## config.mk

```make
export PLATFORM = sky130hd
export DESIGN_NAME = instr_fetch
export DESIGN_NICKNAME = d
export VERILOG_FILES = /design/src/rtl/instr_fetch.sv
export SDC_FILE = /design/constraint.sdc
export NUM_CORES = 1
export LEC_CHECK = 0
export CORE_MARGIN = 5
export CORE_UTILIZATION = 41
export DETAILED_ROUTE_END_ITERATION = 6
export GPL_TIMING_DRIVEN = 0
export PLACE_DENSITY = 0.88
export SYNTH_ARGS = -nofsm -noshare
export SYNTH_HDL_FRONTEND = slang
export SYNTH_SLANG_ARGS = --single-unit
```

## constraint.sdc

```tcl
create_clock -name clk -period 3.6 [get_ports clk]
set_input_delay 0.9 -clock clk [delete_from_list [all_inputs] [get_ports clk]]
set_output_delay 0.9 -clock clk [all_outputs]
set_load 0.01 [all_outputs]
```

## src/rtl/instr_fetch.sv

```systemverilog
// instr_fetch: samples the PC, performs a req/ack instruction memory read, holds the
// word for the decoder and pulses pc_enable on handoff; a silent memory latches fetch_err.
module instr_fetch #(
  parameter int ADDR_W      = 19,
  parameter int DATA_W      = 19,
  parameter int ACK_TIMEOUT = 15
) (
  input  logic              clk,
  input  logic              rst,
  input  logic [ADDR_W-1:0] pc,
  input  logic              halt,
  output logic              pc_enable,
  output logic              mem_req,
  output logic [ADDR_W-1:0] mem_addr,
  input  logic              mem_ack,
  input  logic [DATA_W-1:0] mem_rdata,
  output logic              ir_valid,
  output logic [DATA_W-1:0] ir,
  output logic [ADDR_W-1:0] ir_pc,
  input  logic              dec_ready,
  output logic              fetch_err
);
  typedef enum logic [1:0] {IDLE, REQ, HOLD, ERR} state_t;
  localparam logic [7:0] LAST_WAIT = 8'(ACK_TIMEOUT - 1);
  state_t            state_q, state_d;
  logic [ADDR_W-1:0] mem_addr_q, mem_addr_d;
  logic [ADDR_W-1:0] ir_pc_q, ir_pc_d;
  logic [DATA_W-1:0] ir_q, ir_d;
  logic [7:0]        wait_cnt_q, wait_cnt_d;
  // an ack in the timeout cycle still wins over the error transition
  always_comb begin
    state_d    = state_q;
    mem_addr_d = mem_addr_q;
    ir_pc_d    = ir_pc_q;
    ir_d       = ir_q;
    wait_cnt_d = wait_cnt_q;
    case (state_q)
      IDLE: if (!halt) begin
        state_d    = REQ;
        mem_addr_d = pc;
        wait_cnt_d = '0;
      end
      REQ: if (mem_ack) begin
        state_d = HOLD;
        ir_d    = mem_rdata;
        ir_pc_d = mem_addr_q;
      end else begin
        wait_cnt_d = wait_cnt_q + 8'd1;
        state_d    = (wait_cnt_q == LAST_WAIT) ? ERR : REQ;
      end
      HOLD: state_d = dec_ready ? IDLE : HOLD;
      default: state_d = ERR;
    endcase
  end
  always_ff @(posedge clk or posedge rst) begin
    if (rst) begin
      state_q    <= IDLE;
      mem_addr_q <= '0;
      ir_pc_q    <= '0;
      ir_q       <= '0;
      wait_cnt_q <= '0;
    end else begin
      state_q    <= state_d;
      mem_addr_q <= mem_addr_d;
      ir_pc_q    <= ir_pc_d;
      ir_q       <= ir_d;
      wait_cnt_q <= wait_cnt_d;
    end
  end
  assign mem_req   = state_q == REQ;
  assign ir_valid  = state_q == HOLD;
  assign fetch_err = state_q == ERR;
  assign pc_enable = (state_q == HOLD) && dec_ready;
  assign mem_addr  = mem_addr_q;
  assign ir        = ir_q;
  assign ir_pc     = ir_pc_q;
endmodule

```

==> reports/qor.csv, run 1 <==
stage,metric,value,unit
die,Starting Density,0.423,
critical_path,Setup crit end kind,output port,
synth,Seq cells post-synth,67,
global_routing,initial antenna violation count,0,
cells_and_area,fraction of layout instances using a drive strength above 1,0.190,
clocking,Clock transition at path regs,0.07,ns
cells_and_area,ant diodes,0,
timing,final hold vios,0,
clocking,Setup Buffers After CTS,0,
die,die area,8310,um^2
critical_path,CP arrival,2.02,ns
clocking,root buffer cell,clkbuf_8,
timing,Worst Tran Pin Value,0.779,ns
timing,Max Freq,0.343,GHz
synth,Synth Net Count,268,
critical_path,kind of critical path,in2out,
die,DIE HEIGHT,91.2,um
clocking,worst-case clock buffer depth,2,
synth,syn avg cell area,12.1,um^2
place,IO buf count,103,
die,Core Area,6390,um^2
synth,"Cell Area, Synth",2700,um^2
route,First-pass DRT Iterations,4,
synth,most used standard cell by instance count after synthesis,dfrtp_1,
critical_path,startpoint types,input pin,
die,IO Count,104,
synth,Yosys top cell area share,0.621,
clocking,CTS sink count,67,
synth,yosys warns,0,
synth,"FFs w/ async S/R, synth",1.00,
critical_path,"Req. time, crit path",2.70,ns
global_routing,vias in the first global route,2119,
job,Max Cap Viol,0,
global_routing,first-pass GRT wire length,10500,um
timing,Max Slew Vio Count,0,
critical_path,CP max-delay cell,clkdlybuf4s50_1,
synth,"area leader, netlist",dfrtp_1,
hold_path,Worst Hold Class,reg2reg,
timing,min Tclk post-route,2.92,ns
timing,Worst Skew,0.0108,ns
critical_path,r2r setup slk,1.81,ns
die,DIE WIDTH,91.2,um
route,via count,2070,
synth,largest cells by area after synthesis,"dfrtp_1 (62%), mux2_2 (16%), nand2_1 (8.3%), a21oi_1 (1.3%), buf_2 (1.1%)",
clocking,"Clk Latency, worst-skew pair",0.33,ns
place,Final HPWL DP,4650,um
critical_path,Crit path largest cell delay,0.53,ns
critical_path,critical path peak fanout,2,
synth,number of synthesized flops with an enable pin,0,
synth,"Seq/Total Area, Yosys",0.621,
cells_and_area,P&R area growth vs syn,49.3,%
global_routing,pin count of the biggest net entering global routing,37,
status,status,"finished, final reports clean",
clocking,Post-CTS Resized,0,
route,final WL,6280,um
critical_path,critical path's most frequent cell,clkdlybuf4s50_1,
synth,commonest cells in the netlist,"dfrtp_1 (67), nand2_1 (60), mux2_2 (38)",
timing,fin crit share,0.810,
cells_and_area,multi-input logic area,942,um^2
synth,Mapped Cells,223,
cells_and_area,Nets,383,
global_routing,gr usage total,0.155,
synth,post-synth cell types,26,
clocking,CTS tree,yes,
pwr,Leak,1.80,nW
route,DRT iter0 DRCs,67,
clocking,hold buffer count at cts,0,
clocking,Num CTS Buffers,9,
cells_and_area,register area,1680,um^2
cells_and_area,fill count,509,
clocking,Max H-tree Level,3,
die,# rows,29,
global_routing,GRT Residual Overflow,0,
pwr,P per Cell Area,842,nW/um^2
timing,slew margin rel.,0.476,
timing,Finish-stage setup viols,0,
timing,worst hold slack,0.503,ns
timing,setup_tns,0,ns
route,DRC,0,
pwr,peak supply drop,0.497,mV
critical_path,crit path cell chain,clkdlybuf4s50_1 -> and2_1 -> clkdlybuf4s50_1,
cells_and_area,post-layout util,0.632,
synth,"Top FF cell, synth",dfrtp_1,
route,Routed Antenna Nets,0,
route,Routed wire per std cell,14.9,um
route,routed vias/inst,4.93,
timing,RSZ-0062 raised after global routing,no,
place,routability cong.,0.811,
==> metal layers <==
| layer | vias up | GRT usage | wire length, um |
|---|---|---|---|
| met2 | 79 | 0.245 | 3010 |
| met4 | 0 | 0.0636 | 86 |
| met3 | 8 | 0.0579 | 544 |
| met1 | 1000 | 0.192 | 2640 |
| met5 | - | 0 | 0 |
| li1 | 983 | - | - |
==> worst max-delay path: cells and delay by family <==
family | cells | cell delay (ns)
simple gates | 1 | 0.11
buf+inv | 2 | 1.00
==> power by group <==
part,leakage (nW),internal (mW),switching (mW)
clock,0.0971,0.318,0.271
combinational,0.875,0.912,0.599
sequential,0.832,1.09,0.206
==> final cells by class <==
type,count,area share
clock buffer,11,0.0326
buffer,11,0.0167
timing repair buffer,104,0.261
inverter,4,0.00372
sequential,67,0.416
clock inverter,5,0.0133
multi-input combinational,141,0.234
tap,77,0.0239
==> metrics by stage <==
step | worst slack, ns | power (mW) | cells | cell area [um^2]
floorplan | 1.02 | 1.98 | 223 | 2700
global placement | -0.0999 | 2.78 | 403 | 3830
detailed placement | 0.677 | 2.84 | 404 | 3850
CTS | 0.679 | 3.45 | 420 | 4030
global route | 0.644 | 3.62 | 420 | 4030
finish | 0.685 | 3.40 | 420 | 4030
==> state kept, by name, indices dropped and copies added, names as in the netlist <==
register and cells:
ir 19, ir_pc 19, mem_addr 19, state_q 2
wait_cnt_q 8
==> cells by family (layout without fill, tap and decap cells) <==
| family | after synthesis | count (layout) | synth area share |
|---|---|---|---|
| AND/OR/NAND/NOR | 83 | 83 | 0.139 |
| flip-flops | 67 | 67 | 0.621 |
| multiplexers | 39 | 39 | 0.164 |
| AO/OA/AOI/OAI | 17 | 17 | 0.0366 |
| buffers and inverters | 15 | 135 | 0.0306 |
| adder cells (fa/ha/maj) | 2 | 2 | 0.00926 |
==> path summary, 6_finish.rpt <==
path | start | end | cells after the start
setup / recovery | dec_ready | pc_enable | 3
hold / removal | mem_addr[3]$_DFFE_PP0P_ | mem_addr[3]$_DFFE_PP0P_ | 2
setup reg to reg | state_q[0]$_DFFE_PP0P_ | ir[8]$_DFFE_PP0P_ | 6
hold reg to reg | mem_addr[3]$_DFFE_PP0P_ | mem_addr[3]$_DFFE_PP0P_ | 2
max in group asynchronous | rst | ir_pc[2]$_DFFE_PP0P_ | 3
min in group asynchronous | rst | ir[18]$_DFFE_PP0P_ | 2
==> cell usage in the layout, fill, tap and decap left out, types with 2 or more instances in the layout <==
master and count:
a21oi_1 7, and2_1 2, buf_2 6, buf_6 2, clkbuf_1 4, clkbuf_8 9, clkdlybuf4s50_1 103, clkinv_2 3
dfrtp_1 67, ha_1 2, inv_1 3, mux2_2 38, nand2_1 60, nand3_1 3, nand4b_1 3, nor2_1 2
o21ai_0 5, o31ai_1 3, or3_1 4, or4_1 4
(Power assumes the default switching activity.)
==> inputs of run 2 (changes only) <==
--- a/config.mk
+++ b/config.mk
@@ -6,10 +6,10 @@
 export NUM_CORES = 1
 export LEC_CHECK = 0
 export CORE_MARGIN = 5
-export CORE_UTILIZATION = 41
+export CORE_UTILIZATION = 39
 export DETAILED_ROUTE_END_ITERATION = 6
 export GPL_TIMING_DRIVEN = 0
-export PLACE_DENSITY = 0.88
+export PLACE_DENSITY = 0.87
 export SYNTH_ARGS = -nofsm -noshare
 export SYNTH_HDL_FRONTEND = slang
 export SYNTH_SLANG_ARGS = --single-unit
==> constraint.sdc (replaced) <==
create_clock -name clk -period 2.3 [get_ports clk]
set_input_delay 0.575 -clock clk [delete_from_list [all_inputs] [get_ports clk]]
set_output_delay 0.575 -clock clk [all_outputs]
set_load 0.01 [all_outputs]
==> run 2 against run 1 <==
Global-route usage up 0.70 points; power rose by 60%; highest routed layer unchanged; cell area increased by 0.74%; largest cell class unchanged; utilization fell by 3.0 points; hold slack worse by 0.00087 ns; register-to-register slack got worse by 1.3 ns.
==> reports/qor.csv, run 2 (synthesized netlist as in run 1, its figures left out) <==
stage,metric,value,unit,change
die,Core Area,6760,um^2,+5.8%
clocking,Max H-tree Level,3,,unchanged
critical_path,Setup crit end kind,output port,,
cells_and_area,P&R area growth vs syn,50.4,%,
cells_and_area,fill count,541,,+6.3%
clocking,Setup Buffers After CTS,0,,unchanged
route,DRT iter0 DRCs,91,,+36%
clocking,Clock transition at path regs,0.07,ns,about the same
status,status,"finished, final reports clean",,
cells_and_area,fraction of layout instances using a drive strength above 1,0.193,,+0.00348
cells_and_area,ant diodes,0,,unchanged
global_routing,gr usage total,0.162,,+0.00704
die,DIE WIDTH,93.2,um,+2.3%
timing,Worst Tran Pin Value,0.788,ns,+0.00860 ns
die,Starting Density,0.400,,-0.0232
route,Routed wire per std cell,15.6,um,+4.6%
critical_path,critical path peak fanout,10,,+8
route,DRC,0,,unchanged
cells_and_area,Layout Cells excl Fill,422,,+0.48%
route,routed vias/inst,4.91,,-0.33%
clocking,hold buffer count at cts,0,,unchanged
global_routing,initial antenna violation count,0,,unchanged
critical_path,Crit. Startpoint,state_q[1]$_DFFE_PP0P_,,
timing,final hold vios,0,,unchanged
route,via count,2073,,+0.14%
critical_path,worst reg2reg path depth,5,,-1
global_routing,vias in the first global route,2264,,+6.8%
die,# rows,30,,+3.4%
global_routing,pin count of the biggest net entering global routing,38,,+2.7%
place,placed cell areas,3850,um^2,about the same
clocking,Post-CTS Resized,0,,unchanged
route,Routed Antenna Nets,0,,unchanged
job,Max Cap Viol,0,,unchanged
critical_path,crit path capture,ir_valid,,
clocking,Num CTS Buffers,9,,unchanged
pwr,peak supply drop,0.712,mV,+43%
die,die area,8690,um^2,+4.6%
timing,fin crit share,0.915,,
timing,Max Slew Vio Count,0,,unchanged
hold_path,Worst Hold Class,reg2reg,,
timing,Finish-stage setup viols,0,,unchanged
timing,RSZ-0062 raised after global routing,no,,
critical_path,startpoint types,flop,,
critical_path,"Req. time, crit path",1.73,ns,-0.97 ns
cells_and_area,"most common cell after layout, fill and taps aside",clkdlybuf4s50_1,,
place,IO buf count,103,,unchanged
critical_path,Reg2Reg Launch Point,state_q[1]$_DFFE_PP0P_,,
critical_path,CP arrival,1.53,ns,-0.49 ns
cells_and_area,post-route cell area,4060,um^2,+0.74%
clocking,worst-case clock buffer depth,2,,unchanged
global_routing,GRT Residual Overflow,0,,unchanged
cells_and_area,most frequent cells in the layout,"clkdlybuf4s50_1 (102), dfrtp_1 (67), nand2_1 (60)",,
critical_path,r2r setup slk,0.50,ns,-1.31 ns
cells_and_area,Nets,383,,unchanged
place,routability cong.,0.766,,-5.5%
timing,min Tclk post-route,2.10,ns,
timing,Max Freq,0.475,GHz,
timing,Worst Skew,0.00873,ns,-0.00203 ns
pwr,P per Cell Area,1340,nW/um^2,+59%
place,Final HPWL DP,4870,um,+4.7%
place,# placed instances,407,,+0.74%
hold_path,HP Start,mem_addr[6]$_DFFE_PP0P_,,
pwr,Leak,1.83,nW,+1.5%
critical_path,kind of critical path,reg2out,,
clocking,CTS tree,yes,,
global_routing,first-pass GRT wire length,10900,um,+4.1%
clocking,CTS sink count,67,,unchanged
pwr,total power,5.45,mW,+60%
route,final WL,6600,um,+5.1%
timing,slew margin rel.,0.471,,-0.00578
clocking,root buffer cell,clkbuf_8,,
die,DIE HEIGHT,93.2,um,+2.3%
route,First-pass DRT Iterations,4,,unchanged
die,IO Count,104,,unchanged
critical_path,capturing point of the worst reg2reg path,mem_addr[0]$_DFFE_PP0P_,,
clocking,"Clk Latency, worst-skew pair",0.34,ns,about the same
[run 2: critical path, cell delays in order (launching register included)]
cell and delay (ns):
dfrtp_1 0.37, buf_6 0.14, nor2b_2 0.14, clkdlybuf4s50_1 0.55
[run 2: final cells by class]
cell class	instances	area [um^2]	area share
buffer	11	67.6	0.0166
timing repair buffer	104	1050	0.259
sequential	67	1680	0.413
tap	80	100	0.0246
inverter	4	15.0	0.00369
multi-input combinational	141	945	0.232
clock inverter	5	78.8	0.0194
clock buffer	10	128	0.0314
[run 2: through the flow]
stage | setup TNS (ns) | setup WS [ns] | hold WS [ns] | utilization
after global routing | 0 | 0.102 | 0.523 | 0.601
after global placement | -72.53 | -1.09 | 0.480 | 0.567
after floorplan | 0 | 0.0418 | 0.512 | -
final | 0 | 0.196 | 0.502 | 0.601
after detailed placement | -0.0148 | -0.00757 | 0.487 | 0.570
after CTS | 0 | 0.00813 | 0.506 | 0.601
[run 2: how the worst min path moves through the flow]
stage          depth (start not counted)                        end  slack, ns
6_report                               2    mem_addr[6]$_DFFE_PP0P_       0.50
2_1_floorplan                          2  wait_cnt_q[7]$_DFFE_PP0P_       0.51
3_3_place_gp                           2    mem_addr[6]$_DFFE_PP0P_       0.48
3_5_place_dp                           2    mem_addr[7]$_DFFE_PP0P_       0.49
5_1_grt                                2   mem_addr[16]$_DFFE_PP0P_       0.52
4_1_cts                                2    mem_addr[7]$_DFFE_PP0P_       0.51
[run 2: where the power goes]
part / switching, mW / internal [mW] / leakage [nW] / total [mW]
clock: 0.438 / 0.603 / 0.106 / 1.04
combinational: 0.948 / 1.43 / 0.893 / 2.38
sequential: 0.327 / 1.71 / 0.832 / 2.04
[run 2: routing by layer]
metal  vias up  track usage  wire length, um
met5         -            0                0
met2        67        0.285             3450
li1        972            -                -
met4         0       0.0586               62
met1      1029        0.183             2700
met3         5       0.0523              379
